<file path="src/rtl/usb_tx.sv">
// -----------------------------------------------------------------------------
// usb_tx -- USB full-speed style packet transmitter (token-less: handshake and
// data packets only).
//
// Sends SYNC, PID, optional payload and CRC16, then EOP, NRZI encoded with
// bit stuffing. One bit time is 8 clk cycles.
//
// Configuration macro:
//   USB_TX_CRC_EN  defined   -> CRC state and CRC16 generation compiled in.
//                  undefined -> no CRC field; DATA packets go straight to EOP.
//
// Ports:
//   clk                 in   system clock, rising edge
//   n_rst               in   synchronous active-low reset
//   tx_start            in   one-cycle send request (only honoured in IDLE)
//   tx_packet[3:0]      in   PID: DATA0/DATA1/ACK/NAK/STALL
//   buffer_occupancy[6:0] in payload byte count, latched with tx_start
//   tx_packet_data[7:0] in   show-ahead head byte of the TX buffer
//   get_tx_packet_data  out  one-cycle pop strobe, byte captured same cycle
//   dplus_out           out  D+ line
//   dminus_out          out  D- line
//   tx_transfer_active  out  high from first SYNC bit to last EOP J bit
//   tx_error            out  one-cycle pulse on a rejected request
// -----------------------------------------------------------------------------
module usb_tx (
   input  logic       clk,
   input  logic       n_rst,
   input  logic       tx_start,
   input  logic [3:0] tx_packet,
   input  logic [6:0] buffer_occupancy,
   input  logic [7:0] tx_packet_data,
   output logic       get_tx_packet_data,
   output logic       dplus_out,
   output logic       dminus_out,
   output logic       tx_transfer_active,
   output logic       tx_error
);

   typedef enum logic [2:0] {
      IDLE    = 3'd0,
      SYNC    = 3'd1,
      PID     = 3'd2,
      LOAD    = 3'd3,
      DATA    = 3'd4,
      CRC     = 3'd5,
      EOP_SE0 = 3'd6,
      EOP_J   = 3'd7
   } state_t;

   // Line pair encoding {dplus, dminus}
   localparam logic [1:0] LINE_J   = 2'b10;
   localparam logic [1:0] LINE_SE0 = 2'b00;

   // NRZI: a logical 0 toggles the differential pair, a logical 1 holds it.
   function automatic logic [1:0] nrzi(input logic b, input logic [1:0] line);
      nrzi = b ? line : ~line;
   endfunction

`ifdef USB_TX_CRC_EN
   // One serial step of CRC16 (x^16+x^15+x^2+1), bits fed in wire order.
   function automatic logic [15:0] crc16_step(input logic [15:0] crc, input logic b);
      logic fb;
      fb = b ^ crc[15];
      crc16_step = {crc[14:0], 1'b0} ^ (fb ? 16'h8005 : 16'h0000);
   endfunction
`endif

   // Registers
   state_t      state_q;
   logic [2:0]  timer_q;      // position inside the current bit time
   logic [3:0]  bit_cnt_q;    // data bits already finished in current field
   logic [7:0]  shift_q;      // SYNC / PID / payload byte, LSB goes out first
   logic [2:0]  ones_q;       // consecutive logical ones before current bit
   logic        stuff_q;      // current bit time is a stuffed zero
   logic [6:0]  byte_cnt_q;   // payload bytes fetched so far
   logic [6:0]  len_q;        // payload length latched at start
   logic [3:0]  pid_q;
`ifdef USB_TX_CRC_EN
   logic [15:0] crc_q;
`endif
   logic        dplus_q;
   logic        dminus_q;
   logic        active_q;
   logic        get_q;
   logic        err_q;

   // Combinational helpers
   logic        cur_bit;      // logical bit on the wire right now
   logic        counting;     // current state takes part in bit stuffing
   logic [4:0]  field_len;
   logic [4:0]  sent;         // data bits of the field done once this bit ends
   logic [2:0]  ones_d;
   logic        stuff_ins;    // a stuffed zero must follow the current bit
   logic        field_done;
   logic        pid_is_data;
   logic        next_load;
   logic        start_ok;
   logic [7:0]  shift_d;
   logic        next_data_bit;
`ifdef USB_TX_CRC_EN
   logic [15:0] crc_d;
`endif

   assign get_tx_packet_data = get_q;
   assign dplus_out          = dplus_q;
   assign dminus_out         = dminus_q;
   assign tx_transfer_active = active_q;
   assign tx_error           = err_q;

   // Current-bit decode, stuffing decision and end-of-field detection.
   always_comb begin
      cur_bit   = 1'b0;
      counting  = 1'b0;
      field_len = 5'd8;
      case (state_q)
         SYNC, PID, DATA: begin
            cur_bit  = shift_q[0];
            counting = 1'b1;
         end
`ifdef USB_TX_CRC_EN
         CRC: begin
            cur_bit   = ~crc_q[15];
            counting  = 1'b1;
            field_len = 5'd16;
         end
`endif
         default: begin
            cur_bit  = 1'b0;
            counting = 1'b0;
         end
      endcase
      cur_bit     = stuff_q ? 1'b0 : cur_bit;
      ones_d      = cur_bit ? (ones_q + 3'd1) : 3'd0;
      stuff_ins   = counting && (ones_d == 3'd6);
      // A stuffed bit does not advance the field, so it adds nothing to sent.
      sent        = stuff_q ? {1'b0, bit_cnt_q} : ({1'b0, bit_cnt_q} + 5'd1);
      field_done  = counting && (sent == field_len) && !stuff_ins;
      pid_is_data = (pid_q == 4'b0011) || (pid_q == 4'b1011);
      next_load   = field_done && pid_is_data && (byte_cnt_q != len_q) &&
                    ((state_q == PID) || (state_q == DATA));
      start_ok    = ((tx_packet == 4'b0011) || (tx_packet == 4'b1011) ||
                     (tx_packet == 4'b0010) || (tx_packet == 4'b1010) ||
                     (tx_packet == 4'b1110)) && (buffer_occupancy <= 7'd64);
      shift_d     = stuff_q ? shift_q : {1'b0, shift_q[7:1]};
`ifdef USB_TX_CRC_EN
      if (stuff_q) begin
         crc_d = crc_q;
      end else if (state_q == DATA) begin
         crc_d = crc16_step(crc_q, shift_q[0]);
      end else if (state_q == CRC) begin
         crc_d = {crc_q[14:0], 1'b0};
      end else begin
         crc_d = crc_q;
      end
      next_data_bit = (state_q == CRC) ? ~crc_d[15] : shift_d[0];
`else
      next_data_bit = shift_d[0];
`endif
   end

   // Transmitter FSM with registered line, strobe and status outputs.
   always_ff @(posedge clk) begin
      if (!n_rst) begin
         state_q    <= IDLE;
         timer_q    <= 3'd0;
         bit_cnt_q  <= 4'd0;
         shift_q    <= 8'd0;
         ones_q     <= 3'd0;
         stuff_q    <= 1'b0;
         byte_cnt_q <= 7'd0;
         len_q      <= 7'd0;
         pid_q      <= 4'd0;
`ifdef USB_TX_CRC_EN
         crc_q      <= 16'd0;
`endif
         dplus_q    <= 1'b1;
         dminus_q   <= 1'b0;
         active_q   <= 1'b0;
         get_q      <= 1'b0;
         err_q      <= 1'b0;
      end else begin
         get_q <= 1'b0;
         err_q <= 1'b0;
         case (state_q)
            IDLE: begin
               timer_q <= 3'd0;
               if (tx_start) begin
                  if (start_ok) begin
                     state_q    <= SYNC;
                     shift_q    <= 8'h80;
                     bit_cnt_q  <= 4'd0;
                     ones_q     <= 3'd0;
                     stuff_q    <= 1'b0;
                     byte_cnt_q <= 7'd0;
                     len_q      <= buffer_occupancy;
                     pid_q      <= tx_packet;
`ifdef USB_TX_CRC_EN
                     crc_q      <= 16'hFFFF;
`endif
                     active_q   <= 1'b1;
                     // First SYNC bit is a 0: J -> K.
                     {dplus_q, dminus_q} <= nrzi(1'b0, LINE_J);
                  end else begin
                     err_q <= 1'b1;
                  end
               end else begin
                  state_q <= IDLE;
               end
            end

            // LOAD occupies the last cycle of the preceding bit time, so the
            // fetch costs no time on the wire.
            LOAD: begin
               timer_q    <= timer_q + 3'd1;
               state_q    <= DATA;
               shift_q    <= tx_packet_data;
               bit_cnt_q  <= 4'd0;
               stuff_q    <= 1'b0;
               byte_cnt_q <= byte_cnt_q + 7'd1;
               {dplus_q, dminus_q} <= nrzi(tx_packet_data[0], {dplus_q, dminus_q});
            end

            SYNC, PID, DATA, CRC: begin
               timer_q <= timer_q + 3'd1;
               if ((timer_q == 3'd6) && next_load) begin
                  // Retire the final bit early and fetch the next byte.
                  shift_q <= shift_d;
`ifdef USB_TX_CRC_EN
                  crc_q   <= crc_d;
`endif
                  ones_q  <= ones_d;
                  stuff_q <= 1'b0;
                  state_q <= LOAD;
                  get_q   <= 1'b1;
               end else if (timer_q == 3'd7) begin
                  shift_q <= shift_d;
`ifdef USB_TX_CRC_EN
                  crc_q   <= crc_d;
`endif
                  ones_q  <= ones_d;
                  if (!stuff_q) begin
                     bit_cnt_q <= bit_cnt_q + 4'd1;
                  end else begin
                     bit_cnt_q <= bit_cnt_q;
                  end
                  if (stuff_ins) begin
                     stuff_q <= 1'b1;
                     {dplus_q, dminus_q} <= nrzi(1'b0, {dplus_q, dminus_q});
                  end else if (!field_done) begin
                     stuff_q <= 1'b0;
                     {dplus_q, dminus_q} <= nrzi(next_data_bit, {dplus_q, dminus_q});
                  end else begin
                     stuff_q   <= 1'b0;
                     bit_cnt_q <= 4'd0;
                     case (state_q)
                        SYNC: begin
                           state_q <= PID;
                           shift_q <= {~pid_q, pid_q};
                           {dplus_q, dminus_q} <= nrzi(pid_q[0], {dplus_q, dminus_q});
                        end
`ifdef USB_TX_CRC_EN
                        PID, DATA: begin
                           if (pid_is_data) begin
                              state_q <= CRC;
                              {dplus_q, dminus_q} <= nrzi(~crc_d[15], {dplus_q, dminus_q});
                           end else begin
                              state_q <= EOP_SE0;
                              {dplus_q, dminus_q} <= LINE_SE0;
                           end
                        end
`endif
                        default: begin
                           state_q <= EOP_SE0;
                           {dplus_q, dminus_q} <= LINE_SE0;
                        end
                     endcase
                  end
               end else begin
                  state_q <= state_q;
               end
            end

            EOP_SE0: begin
               timer_q <= timer_q + 3'd1;
               if (timer_q == 3'd7) begin
                  if (bit_cnt_q == 4'd1) begin
                     state_q   <= EOP_J;
                     bit_cnt_q <= 4'd0;
                     {dplus_q, dminus_q} <= LINE_J;
                  end else begin
                     bit_cnt_q <= bit_cnt_q + 4'd1;
                  end
               end else begin
                  state_q <= EOP_SE0;
               end
            end

            EOP_J: begin
               timer_q <= timer_q + 3'd1;
               if (timer_q == 3'd7) begin
                  state_q  <= IDLE;
                  active_q <= 1'b0;
                  {dplus_q, dminus_q} <= LINE_J;
               end else begin
                  state_q <= EOP_J;
               end
            end

            default: begin
               state_q  <= IDLE;
               active_q <= 1'b0;
               {dplus_q, dminus_q} <= LINE_J;
            end
         endcase
      end
   end

endmodule
</file>
<file path="config.mk">
export PLATFORM = sky130hd
export DESIGN_NAME = usb_tx
export DESIGN_NICKNAME = d
export VERILOG_FILES = /design/src/rtl/usb_tx.sv
export SDC_FILE = /design/constraint.sdc
export NUM_CORES = 1
export LEC_CHECK = 0
export BUFFER_PORTS_ARGS = -buffer_cell sky130_fd_sc_hd__buf_2
export CORE_MARGIN = 8
export CORE_UTILIZATION = 54
export DETAILED_ROUTE_END_ITERATION = 16
export GPL_TIMING_DRIVEN = 1
export MAX_ROUTING_LAYER = met4
export PLACE_DENSITY = 0.73
export SYNTH_ARGS = -nofsm -noshare
export SYNTH_HDL_FRONTEND = slang
export SYNTH_SLANG_ARGS = --single-unit
</file>
<file path="constraint.sdc">
create_clock -name clk -period 5.1 [get_ports clk]
set_input_delay 0.255 -clock clk [delete_from_list [all_inputs] [get_ports clk]]
set_output_delay 0.255 -clock clk [all_outputs]
set_load 0.02 [all_outputs]
</file>
==> out/metrics.csv, run 1 <==
stage;metric;value;unit
status;status;complete, no violations;
clock_network;hold_buffers;0;
final_layout;area_growth;9.614;%
yosys;synth_seq_cells;45;
yosys;synth_commonest_cells;nand2_1 (50), dfxtp_1 (45), a21oi_1 (28);
place;hpwl;4.698;mm
timing;final_hold_viol_count;0;
yosys;syn_area_per_cell;8.395;sq um
die;ioPinCount;27;
power;pwr_density_cell;478.6;mW/mm^2
yosys;seq_area_frac_synth;33.12;%
drt;vias_per_cell;5.998;
power;p_leak;0.001021;uW
critical_path;crit_path_max_incr_delay;0.73;ns
clock_network;ctsResizeCount;0;
timing;setup_tns;0;ns
final_layout;layout-drive-gt1-share;14.66;%
flow_run;cap_violations;0;
final_layout;regArea;900.9;sq um
yosys;ys_dominant_reg_cell;dfxtp_1;
yosys;ys_async_sr_fraction;0;%
yosys;yosys.area.top_type;dfxtp_1;
yosys;syn_nets;353;
die;num_rows;26;
yosys;syn_area;0.002720;sq mm
global_route;grt_pass1_wl;11.12;mm
critical_path;critical_path_arrival;3.14;ns
place;place_congestion;0.8815;
timing;max_slew.worst_pin.slew;0.8709;ns
timing;period_needed;2.935;ns
timing;fin_skew;0.006845;ns
drt;post_drt_wl_per_cell;15.85;um
die;core_area;0.004977;sq mm
yosys;synthTopCellsByArea;dfxtp_1 (33%), nand2_1 (6.9%), a21oi_1 (5.2%);
drt;dr.pass1.iters;4;
yosys;yosysWarningCount;0;
global_route;gr-usage-all-layers;18.82;%
critical_path;crit_path_max_fanout;18;
timing;rsz0062_at_grt;no;
clock_network;cts.sinks;45;
clock_network;clk_pin_slew;0.09;ns
drt;postRouteAntennaNets;0;
yosys;yosysMostFrequentCell;nand2_1;
yosys;synthCells;324;
power;vdd_ir_drop_max;208.9;uV
die;die_area;0.007565;sq mm
timing;setup_violations;0;
yosys;yosysTopAreaCellShare;33.12;%
drt;wirelength;6.515;mm
drt;drt_iter0_markers;221;
min_path;worstHoldPathType;input pin to register;
place;placed_cell_area;0.002865;sq mm
clock_network;cts_tree;built;
global_route;grt_pass1_vias;2275;
global_route;grt_max_degree;28;
die;die_w;86.98;um
critical_path;crit_slowest_cell;dfxtp_1;
critical_path;cp.required;5.31;ns
clock_network;h-tree-depth;2;
die;initial_core_util;54.65;%
critical_path;cp_top_family;compound AO/OA/AOI/OAI gates;
clock_network;numCtsBuffers;5;
final_layout;multi_input_area;0.001717;sq mm
timing;relSlewSlack;41.33;%
global_route;antenna_found_initial;0;
final_layout;design_area;0.002982;sq mm
yosys;yosysUniqueCellTypes;65;
clock_network;ctsRootBufferMaster;clkbuf_8;
global_route;grt_overflow_total;0;
drt;drcViolationCount;0;
yosys;synth-edff-count;0;
drt;num_vias;2465;
final_layout;num_antenna_cells;0;
place;port_buffers;26;
timing;period_share;57.55;%
clock_network;insertion_delay;0.31;ns
critical_path;startpoint_type;register;
critical_path;path_cells;xor2_1 -> o22a_1 -> and4_1 -> a311o_1 -> o211ai_1 -> a31o_2;
critical_path;criticalPathCategory;register to register;
final_layout;nFillCells;449;
critical_path;endpoint_kind;register;
die;die_y;86.98;um
critical_path;crit_buf_inv;0;
clock_network;cts_buffer_depth;2;
timing;maxSlewViolCount;0;
clock_network;post_cts_buffers;0;
final_layout;layout.nets;369;
timing;fmax;340.7;MHz
==> cell usage in the layout, fill, tap and decap left out, drive strengths merged, types with 3 or more instances in the layout <==
| master | Yosys | layout |
|---|---|---|
| nor3 | 4 | 4 |
| xnor2 | 13 | 13 |
| a211oi | 8 | 8 |
| clkbuf | 9 | 5 |
| nand2 | 51 | 51 |
| nor3b | 3 | 3 |
| xor2 | 5 | 5 |
| inv | 7 | 9 |
| and2 | 3 | 3 |
| nand3 | 11 | 11 |
| o211ai | 11 | 11 |
| a21oi | 29 | 29 |
| buf | 8 | 26 |
| dfxtp | 45 | 45 |
| ha | 7 | 7 |
| nor2b | 3 | 3 |
| a31oi | 3 | 3 |
| a311oi | 9 | 9 |
| and3 | 4 | 4 |
| nor2 | 20 | 20 |
| mux2i | 9 | 9 |
| nand4 | 5 | 5 |
| o21ai | 16 | 16 |
==> logic make-up after synthesis <==
| kind of cell | share of synthesized area, % |
|---|---|
| simple gates | 21.76 |
| compound gates | 29.03 |
| flops | 33.12 |
| buf+inv | 3.772 |
| xor+xnor | 5.796 |
| mux | 3.312 |
| fa+ha+maj | 3.220 |
==> final cells by class <==
cell class | instances | share of cell area (%)
Clock inverter | 3 | 1.595
Clock buffer | 5 | 2.308
Timing Repair Buffer | 26 | 4.364
Sequential cell | 45 | 30.21
Inverter | 8 | 1.007
Multi-Input combinational cell | 254 | 57.57
Tap cell | 70 | 2.937
==> per-stage QoR <==
stage	hold slack, ns	setup slack, ns	std cells	util [%]	power (uW)
3_5_place_dp	0.4408	2.272	403	57.57	1141
4_1_cts	0.1815	2.242	411	59.90	1428
6_report	0.1892	2.165	411	59.90	1427
5_1_grt	0.1991	1.914	411	59.90	1525
3_3_place_gp	0.4325	2.394	403	57.57	1128
2_1_floorplan	0.3537	2.850	324	-	994.7
==> metal layers <==
layer,routed length (um),part of all wire (%),up-vias,GRT usage (%)
met5,0,0,-,-
met4,72,1.1,0,7.981
met3,281,4.3,6,3.208
met2,3084,47,44,29.08
met1,3076,47,1172,23.62
li1,-,-,1243,-
==> final timing paths <==
path | start | end | slack (ns) | cells after the start
min reg2reg | timer_q[0] | timer_q[0] | 0.45 | 1
max reg2reg | state_q[2] | ones_q[2] | 2.17 | 6
max | state_q[2] | ones_q[2] | 2.17 | 6
min | tx_packet[0] | pid_q[0] | 0.19 | 3
==> worst reg2reg max path, cell delays in order, from the launching register on <==
cell,delay (ns)
dfxtp_1,0.73
xor2_1,0.38
o22a_1,0.22
and4_1,0.55
a311o_1,0.53
o211ai_1,0.17
a31o_2,0.27
==> flip-flops by register name, indices dropped and copies added, names as in the netlist, 3 cells and up <==
name / cells
ones_q: 3
state_q: 3
shift_q: 8
timer_q: 3
len_q: 7
byte_cnt_q: 7
pid_q: 4
bit_cnt_q: 4
==> power by group <==
group / switching [uW] / internal (uW)
registers: 81.6 / 403
clock network: 132 / 149
logic: 412 / 249
total: 626 / 801
Note: power is estimated with default switching activity, not from simulation.
==> run 2: changes to the inputs <==
==> constraint.sdc (replaced) <==
create_clock -name clk -period 3 [get_ports clk]
set_input_delay 0.15 -clock clk [delete_from_list [all_inputs] [get_ports clk]]
set_output_delay 0.15 -clock clk [all_outputs]
set_load 0.02 [all_outputs]
==> run 2 against run 1 <==
- total power is 68% higher
- die area stayed put
- sequential power is 61% higher
- maximum frequency is 11% higher
- non-clock buffer count is 7 higher
- critical path depth stayed put
- clock skew is 0.0020 ns higher
- via count is 3.6% higher
- highest routed layer unchanged
==> out/metrics.csv, run 2 (synthesized netlist as in run 1, its figures left out) <==
stage;metric;value;unit;change
timing;maxSlewViolCount;0;;unchanged
place;place_congestion;0.9480;;+7.5%
die;initial_core_util;54.65;%;unchanged
timing;period_share;88.52;%;+31 points
critical_path;criticalPathCategory;register to register;;
final_layout;largest_reg_flops;8;;unchanged
global_route;grt_pass1_wl;11.59;mm;+4.2%
clock_network;hold_buffers;0;;unchanged
die;core_area;0.004977;sq mm;unchanged
drt;post_drt_wl_per_cell;16.41;um;+3.5%
clock_network;ctsRootBufferMaster;clkbuf_8;;
timing;hold_slack;0.07885;ns;-0.1103 ns
final_layout;layout.nets;376;;+1.9%
critical_path;crit_path_max_fanout;21;;+3
critical_path;startpoint_type;register;;
critical_path;cp_top_family;compound AO/OA/AOI/OAI gates;;
clock_network;ctsResizeCount;0;;unchanged
global_route;grt_pass1_vias;2424;;+6.5%
timing;period_needed;2.655;ns;-0.2795 ns
timing;relSlewSlack;52.21;%;+11 points
global_route;antenna_found_initial;0;;unchanged
clock_network;cts.sinks;45;;unchanged
place;port_buffers;26;;unchanged
clock_network;insertion_delay;0.31;ns;about the same
timing;fin_skew;0.008850;ns;+0.002005 ns
clock_network;numCtsBuffers;5;;unchanged
final_layout;num_antenna_cells;0;;unchanged
global_route;grt_max_degree;22;;-21%
drt;wirelength;6.858;mm;+5.3%
drt;num_vias;2554;;+3.6%
clock_network;cts_buffer_depth;2;;unchanged
status;status;complete, no violations;;
final_layout;final_cell_mix;nand2_1 (50), dfxtp_1 (45), a21oi_1 (28);;
die;ioPinCount;27;;unchanged
drt;vias_per_cell;6.110;;+1.9%
die;die_area;0.007565;sq mm;unchanged
drt;drt_iter0_markers;219;;-0.90%
timing;fmax;376.6;MHz;+11%
drt;postRouteAntennaNets;0;;unchanged
final_layout;top_register;shift_q;;
final_layout;final_core_util;60.53;%;+0.63 points
die;die_w;86.98;um;unchanged
min_path;worstHoldPathType;input pin to register;;
timing;setup_violations;0;;unchanged
timing;final_hold_viol_count;0;;unchanged
power;p_leak;0.001046;uW;+2.5%
critical_path;crit_slowest_cell;dfxtp_1;;
drt;drcViolationCount;0;;unchanged
flow_run;cap_violations;0;;unchanged
critical_path;path_cells;xnor2_1 -> nor4b_1 -> o41a_1 -> a311o_1 -> o211ai_1 -> a31o_2;;
die;num_rows;26;;unchanged
clock_network;cts_tree;built;;
critical_path;cp.required;3.22;ns;-2.09 ns
place;hpwl;5.057;mm;+7.6%
power;vdd_ir_drop_max;350.6;uV;+68%
critical_path;endpoint_kind;register;;
drt;dr.pass1.iters;4;;unchanged
clock_network;clk_pin_slew;0.10;ns;about the same
final_layout;final_common_cell;nand2_1;;
final_layout;reg_top3;shift_q x8, byte_cnt_q x7, len_q x7;;
place;placed_cell_area;0.002918;sq mm;+1.8%
critical_path;crit_buf_inv;0;;unchanged
global_route;grt_overflow_total;0;;unchanged
final_layout;design_area;0.003013;sq mm;+1.0%
critical_path;critical_path_arrival;2.88;ns;-0.26 ns
die;die_y;86.98;um;unchanged
timing;max_slew.worst_pin.slew;0.7158;ns;-0.1551 ns
critical_path;crit_path_max_incr_delay;0.80;ns;+0.07 ns
timing;rsz0062_at_grt;no;;
final_layout;layout-drive-gt1-share;16.38;%;+1.7 points
clock_network;h-tree-depth;2;;unchanged
final_layout;area_growth;10.76;%;
power;pwr_density_cell;795.5;mW/mm^2;+66%
timing;setup_tns;0;ns;unchanged
global_route;gr-usage-all-layers;19.85;%;+1.0 points
clock_network;post_cts_buffers;0;;unchanged
## run 2: path summary, 6_finish.rpt
kind | start | end | slack, ns | cells after the start
max reg2reg | state_q[1] | ones_q[2] | 0.34 | 6
min | buffer_occupancy[2] | len_q[2] | 0.08 | 3
min reg2reg | timer_q[0] | timer_q[0] | 0.45 | 1
max | state_q[1] | ones_q[2] | 0.34 | 6
## run 2: layout make-up
type,instances,area (sq um)
fillers,468,1964
multi-input cells,254,1717
flip-flops and latches,45,900.9
repair buffers,33,182.7
well taps,70,87.58
clock buffers,5,68.82
inverters,8,30.03
clock inverters,3,26.28
## run 2: metrics by stage
stage / total power [uW] / setup WS [ns] / cells
2_1_floorplan: 1691 / 0.7504 / 324
3_3_place_gp: 1943 / 0.4541 / 410
3_5_place_dp: 1970 / 0.3935 / 410
4_1_cts: 2381 / 0.3780 / 418
5_1_grt: 2572 / 0.1037 / 418
6_report: 2397 / 0.3445 / 418
## run 2: where the power goes
part           internal, uW  switching, uW  leakage [uW]
combinational           442            757      0.000630
clock                   173            244     0.0000495
sequential              685           96.3      0.000366
total                  1300           1100       0.00105
## run 2: metal layers
layer / global-route usage, % / wire length [um]
met3: 3.962 / 242
met1: 23.94 / 3225
met5: - / 0
met2: 31.30 / 3248
met4: 8.764 / 142
## run 2: worst register-to-register path: stages (launching register included)
cell	delay, ns
dfxtp_1	0.80
xnor2_1	0.17
nor4b_1	0.31
o41a_1	0.41
a311o_1	0.46
o211ai_1	0.16
a31o_2	0.26
